[src/rtl/seq_multiplier.sv]
// seq_multiplier: shift-and-add multiplier retiring one multiplier bit per clock, valid/ready on both sides.
// Define MUL_SIGNED_EN to treat operands and product as two's complement.
module seq_multiplier #(
  parameter int M_WID = 32,
  parameter int Q_WID = 32
) (
  input  logic                   clk,
  input  logic                   rst,
  input  logic                   in_valid,
  output logic                   in_ready,
  input  logic [M_WID-1:0]       m_in,
  input  logic [Q_WID-1:0]       q_in,
  output logic                   out_valid,
  input  logic                   out_ready,
  output logic [M_WID+Q_WID-1:0] product,
  output logic                   busy
);

  localparam int CW = $clog2(Q_WID + 1);
  localparam logic [CW-1:0] LAST_ITER = CW'(Q_WID - 1);

  typedef enum logic [1:0] {
    IDLE,
    BUSY,
    DONE
  } state_e;

  state_e                   state_q, state_d;
  logic [M_WID:0]           a_q, a_d;
  logic [Q_WID-1:0]         q_q, q_d;
  logic [M_WID-1:0]         m_q, m_d;
  logic [CW-1:0]            cnt_q, cnt_d;
  logic [M_WID+Q_WID-1:0]   prod_q, prod_d;

  logic [M_WID:0]           m_ext;
  logic [M_WID:0]           sum;
  logic [M_WID:0]           a_shift;
  logic [Q_WID-1:0]         q_shift;

  always_ff @(posedge clk or posedge rst) begin
    if (rst) begin
      state_q <= IDLE;
      a_q     <= '0;
      q_q     <= '0;
      m_q     <= '0;
      cnt_q   <= '0;
      prod_q  <= '0;
    end else begin
      state_q <= state_d;
      a_q     <= a_d;
      q_q     <= q_d;
      m_q     <= m_d;
      cnt_q   <= cnt_d;
      prod_q  <= prod_d;
    end
  end

  // In signed mode the last multiplier bit carries negative weight, hence the subtract.
  always_comb begin
`ifdef MUL_SIGNED_EN
    m_ext = {m_q[M_WID-1], m_q};
    if (q_q[0] && (cnt_q == LAST_ITER)) begin
      sum = a_q - m_ext;
    end else if (q_q[0]) begin
      sum = a_q + m_ext;
    end else begin
      sum = a_q;
    end
    a_shift = {sum[M_WID], sum[M_WID:1]};
`else
    m_ext = {1'b0, m_q};
    sum   = q_q[0] ? (a_q + m_ext) : a_q;
    a_shift = {1'b0, sum[M_WID:1]};
`endif
    q_shift = {sum[0], q_q[Q_WID-1:1]};
  end

  always_comb begin
    state_d   = state_q;
    a_d       = a_q;
    q_d       = q_q;
    m_d       = m_q;
    cnt_d     = cnt_q;
    prod_d    = prod_q;
    in_ready  = 1'b0;
    out_valid = 1'b0;
    busy      = 1'b0;

    case (state_q)
      IDLE: begin
        in_ready = 1'b1;
        if (in_valid) begin
          m_d     = m_in;
          q_d     = q_in;
          a_d     = '0;
          cnt_d   = '0;
          state_d = BUSY;
        end
      end
      BUSY: begin
        busy  = 1'b1;
        a_d   = a_shift;
        q_d   = q_shift;
        cnt_d = cnt_q + CW'(1);
        if (cnt_q == LAST_ITER) begin
          prod_d  = {a_shift[M_WID-1:0], q_shift};
          state_d = DONE;
        end
      end
      DONE: begin
        out_valid = 1'b1;
        if (out_ready) begin
          state_d = IDLE;
        end
      end
      default: begin
        state_d = IDLE;
      end
    endcase
  end

  assign product = prod_q;

endmodule

[config.mk]
export PLATFORM = sky130hd
export DESIGN_NAME = seq_multiplier
export DESIGN_NICKNAME = d
export VERILOG_FILES = /design/src/rtl/seq_multiplier.sv
export SDC_FILE = /design/constraint.sdc
export NUM_CORES = 1
export LEC_CHECK = 0
export ABC_AREA = 1
export CAP_MARGIN = 20
export CORE_UTILIZATION = 35
export DETAILED_ROUTE_END_ITERATION = 8
export SLEW_MARGIN = 20
export SYNTH_ARGS = -nofsm -noshare
export SYNTH_HDL_FRONTEND = slang
export SYNTH_SLANG_ARGS = --single-unit
[constraint.sdc]
create_clock -name clk -period 13.4 [get_ports clk]
set_input_delay 1.34 -clock clk [delete_from_list [all_inputs] [get_ports clk]]
set_output_delay 1.34 -clock clk [all_outputs]
set_load 0.01 [all_outputs]
==> results.py <==
metrics = {
    "critical_path": {
        "critPathArrivalTime_ns": 3.87,
        "crit_path_start_kind": "input pin",
        "cp-end-kind": "flip-flop",
        "required_ns": 13.75,
        "crit_type": "in -> reg",
        "cp_max_fo": 45,
    },
    "route": {
        "ant_nets": 0,
        "first_pass_iters": 5,
        "drt_wl_total_mm": 24.9,
        "drc": 0,
        "wl_per_cell_um": 14.5,
        "via_count": 8090,
        "viasPerCell": 4.72,
        "drt_iter0_drc": 489,
    },
    "cts": {
        "cts_max_path_buffers": 2,
        "cts_buffers": 17,
        "cts_tree": "yes",
        "post-cts-setup-buffers": 0,
        "path_clk_slew_ns": 0.08,
        "h-tree-depth": 4,
        "cts_hold_buf": 0,
        "cts-root-buf": "clkbuf_16",
        "cts_num_sinks": 168,
        "insertion_delay_ns": 0.44,
        "cts_resized": 0,
    },
    "run": {
        "drv_cap": 0,
    },
    "power": {
        "power_mw": 3.17,
        "irDropWorstVdd_uv": 100,
        "pwr_density_cell_nw_per_um2": 277,
        "leakage_nw": 5.97,
    },
    "synthesis": {
        "synth.cell_area_sq_um": 9260,
        "avgSynthCellArea_sq_um": 7.42,
        "syn_nets": 1350,
        "syn_inst": 1248,
        "synth_cell_types": 36,
        "synth_seq_area_share_pct": 45.4,
        "ys_ff_latch": 168,
        "yosys_warnings": 0,
    },
    "sta": {
        "setup_viol": 0,
        "relSlewSlack_pct": 45.7,
        "tightest_slew_ns": 0.812,
        "hold_violations": 0,
        "report.final.slew_viol_count": 0,
        "rsz0062_at_grt": "no",
        "tns_ns": 0,
        "whs_ns": 0.478,
        "fmax_mhz": 283,
        "finalCritPeriodShare_pct": 26.3,
        "period_minus_slack_ns": 3.53,
        "clock_skew_ns": 0.0176,
    },
    "floorplanning": {
        "coreArea_sq_um": 26000,
        "die_h_um": 165,
        "io_pins": 135,
        "die_x_um": 165,
        "start_util_pct": 35.6,
        "die-area_sq_um": 27100,
        "rows": 59,
    },
    "placement": {
        "dp_hpwl_mm": 17.6,
        "port_buffers": 134,
        "gp_congestion": 0.925,
        "dpl.cell_count": 1682,
    },
    "global_routing": {
        "grt_overflow_total": 0,
        "groute.usage.overall_pct": 19.4,
        "grt_max_degree": 63,
        "grt_pass1_wl_mm": 40.8,
        "first_global_vias": 8029,
        "antenna_found_initial": 0,
    },
    "final_layout": {
        "final_common_cell": "nand2_1",
        "layout.cells.non_filler": 1714,
        "drive_gt1_share_pct": 5.37,
        "syn_to_final_growth_pct": 23.6,
        "layout_common_cells": "nand2_1, inv_1, dfrtp_1",
        "insertedDiodeCount": 0,
        "nets": 1468,
        "utilization_pct": 44.1,
    },
    "min_path": {
        "hold_class": "reg -> reg",
    },
    "outcome": {
        "status": "completed",
    },
}
## path summary, 6_finish.rpt
check,start,endpoint,slack [ns],cells past startpoint
min in group asynchronous,rst,product[36],1.31,2
max,in_valid,q_q[24],9.87,6
max reg2reg,cnt_q[0],product[34],10.37,11
min,product[40],product[40],0.48,2
min reg2reg,product[40],product[40],0.48,2
max in group asynchronous,rst,product[48],10.94,3
## cells in the mapped netlist, drive strengths merged
cell / number / share of area (%)
a21o: 1 / 0.081
a21oi: 23 / 1.2
a22o: 1 / 0.095
a22oi: 28 / 2.3
a31oi: 1 / 0.068
buf: 24 / 1.7
clkbuf: 17 / 0.69
dfrtp: 168 / 45
fa: 1 / 0.22
ha: 33 / 4.5
inv: 176 / 7.1
nand2: 481 / 20
nand3: 95 / 5.1
nand3b: 1 / 0.081
nand4: 3 / 0.20
nor2: 52 / 2.6
nor3: 5 / 0.27
nor3b: 1 / 0.081
nor4: 1 / 0.068
o211ai: 3 / 0.24
o21ai: 88 / 5.0
o21bai: 3 / 0.24
o22ai: 12 / 0.81
o31ai: 1 / 0.081
or2: 16 / 1.1
xnor2: 8 / 0.76
xor2: 5 / 0.47
## area by class of cell
type	instances	area, sq um
Fill cell	2633	14500
Timing Repair Buffer	140	1390
Multi-Input combinational cell	863	4170
Clock buffer	17	425
Tap cell	335	419
Clock inverter	15	173
Inverter	176	667
Sequential cell	168	4200
## kinds of logic (layout without fill, tap and decap cells)
logic type      count (synthesis)  after routing  synth area share, %
simple gates                  655            655                 29.0
flops                         168            168                 45.4
xor+xnor                       13             13                 1.23
compound gates                161            161                 10.1
buf+inv                       217            348                 9.56
fa+ha+maj                      34             34                 4.67
## state kept, by name, indices dropped and copies added, names as in the netlist
| signal | count |
|---|---|
| product | 64 |
| a_q | 32 |
| m_q | 32 |
| cnt_q | 6 |
| state_q | 2 |
| q_q | 32 |
## per-layer routing
metal	share of wire (%)	track usage, %	vias up	wire length (um)
met4	1.6	6.26	0	403
met3	4.5	4.39	21	1130
met5	0	0	-	0
met1	49	26.4	3762	12200
li1	-	-	4167	-
met2	45	30.6	140	11200
## critical path: stages
cell and delay (ns):
clkdlybuf4s50_1 0.41, nand2_2 0.60, inv_2 0.11, nor2_4 0.55, inv_2 0.51, o21ai_0 0.32
## per-stage QoR
step	setup WS, ns	area [sq um]
floorplan	7.51	9260
global placement	9.48	10800
detailed placement	9.41	10800
CTS	9.88	11400
global route	9.64	11400
finish	9.87	11400
## report_power, final
group | switching (mW) | leakage, nW | internal (mW) | total [mW]
Combinational | 1.10 | 3.56 | 0.683 | 1.78
Sequential | 0.150 | 2.12 | 0.746 | 0.896
Clock | 0.247 | 0.289 | 0.252 | 0.499
Note: power is estimated with default switching activity, not from simulation.
